### src/rtl/cordic_tan_seq.sv
// Iterative linear-mode CORDIC divider: one add/sub stage reused ITER times
// to drive y toward zero, accumulating z ~= EI * y / x.
module cordic_tan_seq #(
    parameter int unsigned       WIDTH = 17,
    parameter int unsigned       ITER  = 16,
    parameter logic [WIDTH-1:0]  EI    = WIDTH'(16384)
) (
    input  logic             clk,
    input  logic             rst_n,
    input  logic             in_valid,
    output logic             in_ready,
    input  logic [WIDTH-1:0] x_in,
    input  logic [WIDTH-1:0] y_in,
    input  logic             abort,
    output logic             out_valid,
    input  logic             out_ready,
    output logic [WIDTH-1:0] z_out,
    output logic [WIDTH-1:0] y_res,
    output logic             div_zero,
    output logic             busy
);

    localparam int unsigned KW = (ITER > 1) ? $clog2(ITER) : 1;
    localparam logic signed [WIDTH-1:0] EI_S = $signed(EI);

    typedef enum logic [1:0] {
        IDLE = 2'd0,
        RUN  = 2'd1,
        DONE = 2'd2
    } state_e;

    state_e                   state_q, state_d;
    logic signed [WIDTH-1:0]  x_q, x_d;
    logic signed [WIDTH-1:0]  y_q, y_d;
    logic signed [WIDTH-1:0]  z_q, z_d;
    logic        [KW-1:0]     k_q, k_d;
    logic                     div_zero_q, div_zero_d;
    logic                     out_valid_q, out_valid_d;

    logic                     last_iter;
    logic                     dir_pos;
    logic signed [WIDTH-1:0]  x_sh;
    logic signed [WIDTH-1:0]  e_sh;

    assign last_iter = (k_q == KW'(ITER - 1));
    // Same sign of y and x (y==0 counts as positive) means subtract to move y toward zero.
    assign dir_pos   = ~(y_q[WIDTH-1] ^ x_q[WIDTH-1]);
    assign x_sh      = x_q >>> k_q;
    assign e_sh      = EI_S >>> k_q;

    // State register and datapath registers
    always_ff @(posedge clk or negedge rst_n) begin
        if (!rst_n) begin
            state_q     <= IDLE;
            x_q         <= '0;
            y_q         <= '0;
            z_q         <= '0;
            k_q         <= '0;
            div_zero_q  <= 1'b0;
            out_valid_q <= 1'b0;
        end else begin
            state_q     <= state_d;
            x_q         <= x_d;
            y_q         <= y_d;
            z_q         <= z_d;
            k_q         <= k_d;
            div_zero_q  <= div_zero_d;
            out_valid_q <= out_valid_d;
        end
    end

    // Next-state logic; abort wins over both iteration and out_ready
    always_comb begin
        state_d = state_q;
        unique case (state_q)
            IDLE: begin
                if (in_valid) begin
                    state_d = (x_in == '0) ? DONE : RUN;
                end
            end
            RUN: begin
                if (abort) begin
                    state_d = IDLE;
                end else if (last_iter) begin
                    state_d = DONE;
                end
            end
            DONE: begin
                if (abort || out_ready) begin
                    state_d = IDLE;
                end
            end
            default: state_d = IDLE;
        endcase
    end

    // Datapath and registered-output next values
    always_comb begin
        x_d         = x_q;
        y_d         = y_q;
        z_d         = z_q;
        k_d         = k_q;
        div_zero_d  = div_zero_q;
        out_valid_d = (state_d == DONE);
        unique case (state_q)
            IDLE: begin
                if (in_valid) begin
                    x_d        = $signed(x_in);
                    y_d        = $signed(y_in);
                    z_d        = '0;
                    k_d        = '0;
                    div_zero_d = (x_in == '0);
                end
            end
            RUN: begin
                if (!abort) begin
                    if (dir_pos) begin
                        y_d = y_q - x_sh;
                        z_d = z_q + e_sh;
                    end else begin
                        y_d = y_q + x_sh;
                        z_d = z_q - e_sh;
                    end
                    k_d = k_q + KW'(1);
                end
            end
            DONE: begin
                if (abort || out_ready) begin
                    div_zero_d = 1'b0;
                end
            end
            default: ;
        endcase
    end

    assign in_ready  = (state_q == IDLE);
    assign busy      = (state_q != IDLE);
    assign out_valid = out_valid_q;
    assign z_out     = z_q;
    assign y_res     = y_q;
    assign div_zero  = div_zero_q;

endmodule

### config.mk
export PLATFORM = sky130hd
export DESIGN_NAME = cordic_tan_seq
export DESIGN_NICKNAME = d
export VERILOG_FILES = /design/src/rtl/cordic_tan_seq.sv
export SDC_FILE = /design/constraint.sdc
export NUM_CORES = 1
export LEC_CHECK = 0
export CORE_MARGIN = 10
export CORE_UTILIZATION = 25
export DETAILED_ROUTE_END_ITERATION = 16
export HOLD_SLACK_MARGIN = 0.03
export PLACE_DENSITY = 0.54
export SYNTH_ARGS = -nofsm -noshare
export SYNTH_HDL_FRONTEND = slang
export SYNTH_SLANG_ARGS = --single-unit
### constraint.sdc
create_clock -name clk -period 12.51 [get_ports clk]
set_clock_uncertainty 0.1 [all_clocks]
set_input_delay 2.502 -clock clk [delete_from_list [all_inputs] [get_ports clk]]
set_output_delay 2.502 -clock clk [all_outputs]
set_load 0.01 [all_outputs]
==> results, run 1 <==
- The run finished with clean final reports.
- The buffer count from post-CTS setup fixing is 0.
- The worst setup margin is between 7000 and 8000 ps.
- The maximum number of pins on one net before global-route repair is 60.
- For the pin with the worst max-slew slack, the measured transition is approximately 1100 ps.
- Of the available clock period, the critical path in the final layout requires about two fifths.
- At the worst endpoint, the required time is 12670 ps.
- Max-cap violations in this run came to 0.
- The initial antenna violation count is 0.
- The number of global-route vias before repair came to 5171.
- Across all layers, the routed design uses about 5300 vias.
- Yosys mapped a number of flops with a built-in enable equal to 0.
- The detail route stage leaves a number of antenna-violating nets equal to 0.
- In this run, synthesis produced a sequential element count of 59.
- The total number of clock tree sinks is 59.
- The kind of path behind the tightest hold check is reg -> reg.
- The repair_antennas step left the layout with diodes totalling 0.
- The die boundary height is 171.4 µm.
- The endpoint kind of the worst setup timing path is a register.
- The area inside the core boundary is around 23000 µm².
- The total negative slack for setup checks is 0 ps.
- The average wire per standard cell is 15.68 µm.
- The number of instances resized during post-cts repair is 0.
- The clock passes through at most 2 buffers.
- After clock tree synthesis, the flow added hold-fix buffers numbering 0.
- The final number of setup-violating endpoints is 0.
- The routability congestion estimate is about 0.84.
- The data arrival time of the worst path is 5330 ps.
- The post-layout instance count excluding filler cells is 1056.
- The floorplan die width is 171.4 µm.
- The clock-pin slew on the worst setup and hold paths is 60 ps.
- The sequential fraction of the synthesis area is 25.78%.
- The wire length of the first global-routing pass is 27140 µm.
- The number of placed cells counting well taps is 1041.
- STA classifies the critical path startpoint as a register.
- Global routing used ~18% of the available met2 tracks.
- The predominant post-synthesis flop cell is sky130_fd_sc_hd__dfrtp_1.
- The number of pins exceeding their max-slew limit in the final report is 0.
- The fraction of layout instances using a drive strength above 1 is 6.744%.
- The share of synthesized registers carrying an async set or reset is 100.0%.
- The post-synth design cell area is 5727 µm².
- The initial core utilization is 25.37%.
- The busiest layer in global routing is met2.
- The critical path start-end classification is reg -> reg.
- The via count normalized by instance count is 5.020.
- The number of core rows is between 50 and 60.
- The number of hold-slack violations in the final timing report was 0.
- The total clock buffers created by CTS is 9.
- After detailed routing, the number of remaining DRC violations is 0.
- Setup repair after global routing left no endpoint under its margin.
- The final net count is between 800 and 900.
- The first TritonRoute pass finished after 5 iterations.
- The H-tree was split into 3 levels.
- Global routing used 2.430% of the available met3 tracks.
- Wires add up to 16560 µm.
- The highest ir drop seen on vdd is 0.00009163 V.
- The number of DRC markers after the initial detailed-route iteration is roughly 290.
- The leakage power is 2.966 nW.
- The relative area change from synthesis to final layout is 21.83%.
- Global routing finished with a remaining overflow of 0.
- The Yosys step of the flow raised 0 warnings.
- The routed design could run at a clock period as short as ~5200 ps.
- The average cell area after synthesis is 8.043 µm².
- The later pin in the worst-skew pair is clocked with a latency of 340 ps.
- The count of cell types in the netlist is 70.
- For this design the ratio of total power to cell area is 295.6 nW/µm².
- The area of the die is between 20000 and 30000 µm².
- The wire-length estimate of the detail-placed layout is 12660 µm.
- The post-placement worst setup slack is 7381 ps.
- The total routing usage reported by global routing is 11.46%.
- The fmax is between 150 and 200 MHz.
- TritonCTS built the clock tree.
- The number of I/O port buffers is between 70 and 80.
- Final hold analysis gives a worst-case slack of 380.7 ps.
- The global-route met1 utilization is around 15%.
- Clock tree synthesis selected as its root buffer the cell sky130_fd_sc_hd__clkbuf_16.
- The gate count after technology mapping is about 710.
- Fill cells in the final layout number 2409.
- In this run the tightest slew margin relative to its limit is 29.15%.
- The number of nets produced by synthesis is ~790.
- Pin placement for this block handled 77 I/O pins.
- The top fanout value on the critical path is 24.
[layer usage]
layer | part of all wire (%) | vias up
li1 | - | 2657
met1 | 49 | 2499
met2 | 46 | 131
met3 | 4.2 | 14
met4 | 0.91 | 0
met5 | 0 | -
[area by class of cell]
type | instances | area [µm²] | share of cell area (%)
Clock buffer | 10 | 239.0 | 3.425
Timing Repair Buffer | 80 | 785.8 | 11.26
Sequential cell | 59 | 1476 | 21.16
Tap cell | 285 | 356.6 | 5.111
Inverter | 27 | 101.3 | 1.453
Clock inverter | 5 | 30.03 | 0.4304
Multi-Input combinational cell | 590 | 3988 | 57.16
[metrics by stage]
step	area [µm²]	utilization (%)	power, mW
final	6977	30.91	2.063
after global routing	6977	30.91	2.280
after CTS	6977	30.91	2.071
after detailed placement	6708	29.72	1.831
after global placement	6708	29.72	1.830
after floorplan	5727	-	1.476
[power breakdown]
| group | internal, mW | switching, mW | total, mW |
|---|---|---|---|
| sequential | 0.248 | 0.0892 | 0.337 |
| clock | 0.137 | 0.0915 | 0.228 |
| combinational | 0.689 | 0.808 | 1.50 |
[kinds of logic after synthesis]
group | count (synthesis) | synth area share [%]
simple gates | 272 | 21.89
xor+xnor | 42 | 6.424
compound gates | 199 | 21.43
flops | 59 | 25.78
mux | 34 | 10.18
fa+ha+maj | 43 | 9.657
buf+inv | 63 | 4.632
[final timing paths]
check / start / to / cells after the start / slack, ps
min in group asynchronous: rst_n / z_out[8] / 2 / 2200
hold reg to reg: z_out[16] / z_out[16] / 1 / 380
setup / recovery: k_q[0] / y_res[16] / 16 / 7350
max in group asynchronous: rst_n / y_res[2] / 2 / 9520
hold / removal: z_out[16] / z_out[16] / 1 / 380
setup reg to reg: k_q[0] / y_res[16] / 16 / 7350
[layout by cell type, fill, tap and decap left out, types with 4 or more instances in the layout]
cell type                         count
sky130_fd_sc_hd__nor3_1              12
sky130_fd_sc_hd__nor2_1              62
sky130_fd_sc_hd__nand2_1            126
sky130_fd_sc_hd__ha_1                41
sky130_fd_sc_hd__and2_1               5
sky130_fd_sc_hd__a21oi_1             61
sky130_fd_sc_hd__or3_1                5
sky130_fd_sc_hd__a22oi_1              6
sky130_fd_sc_hd__and3_1              10
sky130_fd_sc_hd__buf_4                4
sky130_fd_sc_hd__a211oi_1             9
sky130_fd_sc_hd__nand3_1             14
sky130_fd_sc_hd__mux4_1               4
sky130_fd_sc_hd__nor4_1               4
sky130_fd_sc_hd__mux4_2              12
sky130_fd_sc_hd__mux2i_1              7
sky130_fd_sc_hd__dfrtp_1             59
sky130_fd_sc_hd__a21o_1              11
sky130_fd_sc_hd__mux2_2               6
sky130_fd_sc_hd__o31ai_1              7
sky130_fd_sc_hd__xor2_1              14
sky130_fd_sc_hd__o21a_1              10
sky130_fd_sc_hd__o22ai_1              7
sky130_fd_sc_hd__nand2b_1             6
sky130_fd_sc_hd__or2_2                4
sky130_fd_sc_hd__o21ai_0             49
sky130_fd_sc_hd__a31oi_1              7
sky130_fd_sc_hd__clkbuf_16            9
sky130_fd_sc_hd__clkdlybuf4s50_1     75
sky130_fd_sc_hd__xnor2_1             28
sky130_fd_sc_hd__inv_1               25
sky130_fd_sc_hd__nor2b_1              9
[state kept, by name (all words and copies together), names as in the netlist]
name       count
k_q            4
div_zero       1
y_res         17
z_out         17
out_valid      1
x_q           17
state_q        2
[worst max-delay path, stage by stage, from the launching register on]
cell	delay, ps
sky130_fd_sc_hd__dfrtp_1	1010
sky130_fd_sc_hd__mux4_2	680
sky130_fd_sc_hd__mux2_2	340
sky130_fd_sc_hd__mux2i_2	270
sky130_fd_sc_hd__nand3_2	160
sky130_fd_sc_hd__nor4b_4	550
sky130_fd_sc_hd__o21ai_1	140
sky130_fd_sc_hd__a22oi_1	160
sky130_fd_sc_hd__o22ai_1	120
sky130_fd_sc_hd__ha_1	400
sky130_fd_sc_hd__or2_2	130
sky130_fd_sc_hd__a21oi_1	70
sky130_fd_sc_hd__nor3_1	290
sky130_fd_sc_hd__nor2_1	100
sky130_fd_sc_hd__a211o_1	280
sky130_fd_sc_hd__xor2_1	160
sky130_fd_sc_hd__o22ai_1	140
[synth_stat cells (3+ instances only)]
master,count,share of area [%]
sky130_fd_sc_hd__a211oi_1,9,1.2
sky130_fd_sc_hd__o211ai_1,3,0.39
sky130_fd_sc_hd__o21a_1,10,1.3
sky130_fd_sc_hd__or2_2,4,0.44
sky130_fd_sc_hd__mux2_2,6,1.2
sky130_fd_sc_hd__clkbuf_1,30,2.0
sky130_fd_sc_hd__ha_1,41,9.0
sky130_fd_sc_hd__dfrtp_1,59,26
sky130_fd_sc_hd__mux2_1,3,0.59
sky130_fd_sc_hd__nor4_1,4,0.44
sky130_fd_sc_hd__a31oi_1,7,0.76
sky130_fd_sc_hd__inv_1,25,1.6
sky130_fd_sc_hd__and2_1,5,0.55
sky130_fd_sc_hd__nor3_1,12,1.0
sky130_fd_sc_hd__a22oi_1,6,0.79
sky130_fd_sc_hd__o21ai_1,3,0.26
sky130_fd_sc_hd__o21bai_1,3,0.39
sky130_fd_sc_hd__a21oi_1,61,5.3
sky130_fd_sc_hd__mux4_2,12,4.7
sky130_fd_sc_hd__nor2b_1,9,0.98
sky130_fd_sc_hd__nor2_1,63,4.1
sky130_fd_sc_hd__a21o_1,11,1.4
sky130_fd_sc_hd__xor2_1,14,2.1
sky130_fd_sc_hd__nand2b_1,6,0.66
sky130_fd_sc_hd__mux2i_1,7,1.2
sky130_fd_sc_hd__o22ai_1,7,0.76
sky130_fd_sc_hd__nand2_1,126,8.3
sky130_fd_sc_hd__or3_1,5,0.55
sky130_fd_sc_hd__a21boi_0,3,0.39
sky130_fd_sc_hd__o21ai_0,49,4.3
sky130_fd_sc_hd__a32o_1,3,0.52
sky130_fd_sc_hd__and3_1,10,1.1
sky130_fd_sc_hd__nand3_1,14,1.2
sky130_fd_sc_hd__xnor2_1,28,4.3
sky130_fd_sc_hd__nand4_1,3,0.33
sky130_fd_sc_hd__mux4_1,4,1.8
sky130_fd_sc_hd__o31ai_1,7,0.92
Power figures use the tool's default switching activity.
==> run 2, diff against run 1 <==
Clock period 12.51 ns to 5.1 ns, I/O delays scaled along.
==> results, run 2 (synthesis results as in run 1) <==
- The final route contains 5332 vias.
- The TritonCTS clock tree is yes.
- Measured against its own limit, the worst slew margin works out to 36.99%.
- The endpoint of the worst register-to-register path is y_res[14].
- Setup repair after global routing left no endpoint under its margin.
- The number of hold buffers added after CTS was 0.
- With fillers left out, the area of the finished cells amounts to 7127 µm².
- The depth of the most critical reg-to-reg path is 17.
- The end of the worst hold path is z_out[16].
- The floorplan die width is 171.4 µm.
- The internal power of the cells totals ~2.8 mW.
- The category of cells accounting for the largest share of critical-path delay is compound AO/OA/AOI/OAI gates.
- Overall power consumption after layout is estimated at 5.205 mW.
- The count of buffers added on input and output ports is between 70 and 80.
- For flop-to-flop paths, the worst setup slack is 430 ps.
- The worst setup path is launched from a register.
- After the last flow step, the layout net total stands at 864.
- The number of global-route vias before repair is between 5000 and 6000.
- The tightest hold path in the finished design has a slack of 385.4 ps.
- The endpoint kind of the worst setup timing path is a register.
- The number of ports placed on the die boundary is between 70 and 80.
- The data required time at the worst endpoint is about 5300 ps.
- The routability congestion estimate is 0.8869.
- For this block, the initial DRC count from the detailed router was 311.
- Clock-pin slew was measured on the worst setup and hold paths at roughly 60 ps.
- The signal on the critical path passes through buf_4 > o21a_1 > or2_1 > mux4_2 > or2_4 > nor4b_4 > a21oi_1 > o21ai_1 > a211oi_1 > ha_1 > a2111oi_0 > o21a_1 > nor3_1 > nor3_1 > xnor2_1 > nand2_1 > a21oi_1.
- The core region is 22570 µm².
- The count of max-cap constraint violations is 0.
- Net switching is 47.15% of the power.
- The average wire per standard cell is 15.55 µm.
- The detailed-router iteration count before antenna repair is 5.
- For this run, the top clock speed supported by timing is 214.0 MHz.
- For this block, the routed nets add up to approximately 17000 µm of wire.
- Leaving out filler cells and counting taps, the final layout contains approximately 1100.
- The top fanout value on the critical path is 15.
- The part of the total power dissipated in combinational logic is 72.8%.
- Of the cells placed in the final design, the portion with a size suffix greater than 1 is 8.767%.
- The initial core utilization is 25.37%.
- Dividing the detail-routed via count by the number of cells gives approximately 5.0.
- TritonCTS created 9 clock buffers.
- Data on the critical path arrives at its endpoint at 4840 ps.
- The first global-routing pass estimated 27430 µm of wire.
- The relative contribution of the clock network to total power is 12.1%.
- In this run the number of H-tree levels came out at 3.
- The initial antenna violation count is 0.
- The number of buffer and inverter instances along the worst setup path is 1.
- After layout, the worst setup slack is 427.3 ps.
- The highest ir drop seen on vdd is 0.0002275 V.
- The worst min-delay path startpoint is z_out[16].
- The tightest min-delay check is of the reg -> reg type.
- For this design the total switching power over the nets is 2.454 mW.
- Along the worst hold path, the cell count comes to 1.
- The final clock period utilization by the worst path is 91.62%.
- The sequential share of power is around 15%.
- The final number of setup-violating endpoints is 0.
- The number of core rows is 55.
- After layout, the minimum clock period comes to 4673 ps.
- The count of unresolved DRC violations after routing is 0.
- For this design the ratio of total power to cell area is between 700 and 800 nW/µm².
- The buffer count from post-CTS setup fixing is 0.
- The wire-length estimate of the detail-placed layout is 13000 µm.
- The clock latency on the worst-skew pair is 340 ps.
- The flow ran to the end, and the final reports show no timing, DRC or antenna violations.
- Entering global routing, the biggest net connects 60 pins.
- The layout has 2381 filler cells.
- The critical path is of the reg -> reg type.
- Summing all placed instances gives a cell area of 6820 µm².
- The transition time at the pin with the least slew margin is 945.1 ps.
- Global routing consumed, over all layers together, around 12% of the routing resources.
- The total inserted antenna cells is 0.
- Setup total negative slack on the finished layout was measured at 0 ps.
- Once layout is complete, the utilization of the core stands at 31.57%.
- The relative area change from synthesis to final layout is 24.45%.
- The count of nets left with antenna violations once routing finished came out at 0.
- The buffer levels on the longest clock path is 2.
- The tree is rooted in a sky130_fd_sc_hd__clkbuf_16.
- The standard cell with the maximum stage delay on the critical path is sky130_fd_sc_hd__dfrtp_4.
- Gates resized during post-CTS repair numbered 0.
- The post-placement worst setup slack is 190.7 ps.
- The maximum single-stage delay on the critical path is around 590 ps.
- Counting tap cells, the placed design contains a total of 1056 instances.
- The die boundary height is 171.4 µm.
- The number of pins exceeding their max-slew limit in the final report was 0.
- The most frequent standard cell in the layout excluding fill and tap cells is sky130_fd_sc_hd__nand2_1.
- The leakage power is around 3.1 nW.
- The total number of clock tree sinks is 59.
- The total congestion overflow after global routing is 0.
- The floorplan step defined a die boundary enclosing 29360 µm².
- The number of hold-slack violations in the final timing report is 0.
- The beginning of the worst register-to-register path is k_q[0].
- In the layout the commonest cells are sky130_fd_sc_hd__nand2_1 (126), sky130_fd_sc_hd__clkdlybuf4s50_1 (75), sky130_fd_sc_hd__nor2_1 (62), sky130_fd_sc_hd__a21oi_1 (61), sky130_fd_sc_hd__dfrtp_1 (58).
==> run 2: changes by cell type in the layout (fill, tap and decap cells not counted) <==
cell	before	now
sky130_fd_sc_hd__clkinv_2	3	2
sky130_fd_sc_hd__bufinv_16	0	1
sky130_fd_sc_hd__dfrtp_1	59	58
sky130_fd_sc_hd__buf_4	4	19
sky130_fd_sc_hd__inv_6	0	1
sky130_fd_sc_hd__dfrtp_4	0	1
==> run 2: power groups by stage <==
stage	registers, mW	clock network, mW	logic (mW)
after global placement	0.795	0	3.78
after CTS	0.787	0.650	3.80
final	0.785	0.631	3.79
after global routing	0.811	0.667	4.25
after detailed placement	0.792	0	3.78
after floorplan	0.768	0	2.85
==> run 2: worst max path at each step <==
stage / start / end / slack, ps / depth (start not counted)
final: k_q[0] / y_res[14] / 430 / 17
after global routing: k_q[0] / y_res[14] / 60 / 17
after CTS: k_q[0] / y_res[14] / 190 / 17
after detailed placement: k_q[0] / y_res[14] / 190 / 17
after global placement: k_q[0] / y_res[14] / 270 / 16
after floorplan: k_q[1] / y_res[14] / 840 / 18
==> run 2: layout make-up <==
cell class / instances / area [µm²] / area share (%)
repair buffers: 95 / 898.4 / 12.61
flip-flops and latches: 59 / 1480 / 20.77
multi-input cells: 590 / 3988 / 55.95
clock buffers: 10 / 239.0 / 3.353
well taps: 285 / 356.6 / 5.004
clock inverters: 6 / 63.81 / 0.8954
inverters: 27 / 101.3 / 1.422
==> run 2: per-layer routing <==
metal	routed length, µm	global-route usage (%)	vias to the layer above
met5	0	0	-
met4	324	3.932	0
met3	576	2.315	24
met2	7603	18.39	99
met1	8164	15.20	2518
li1	-	-	2691
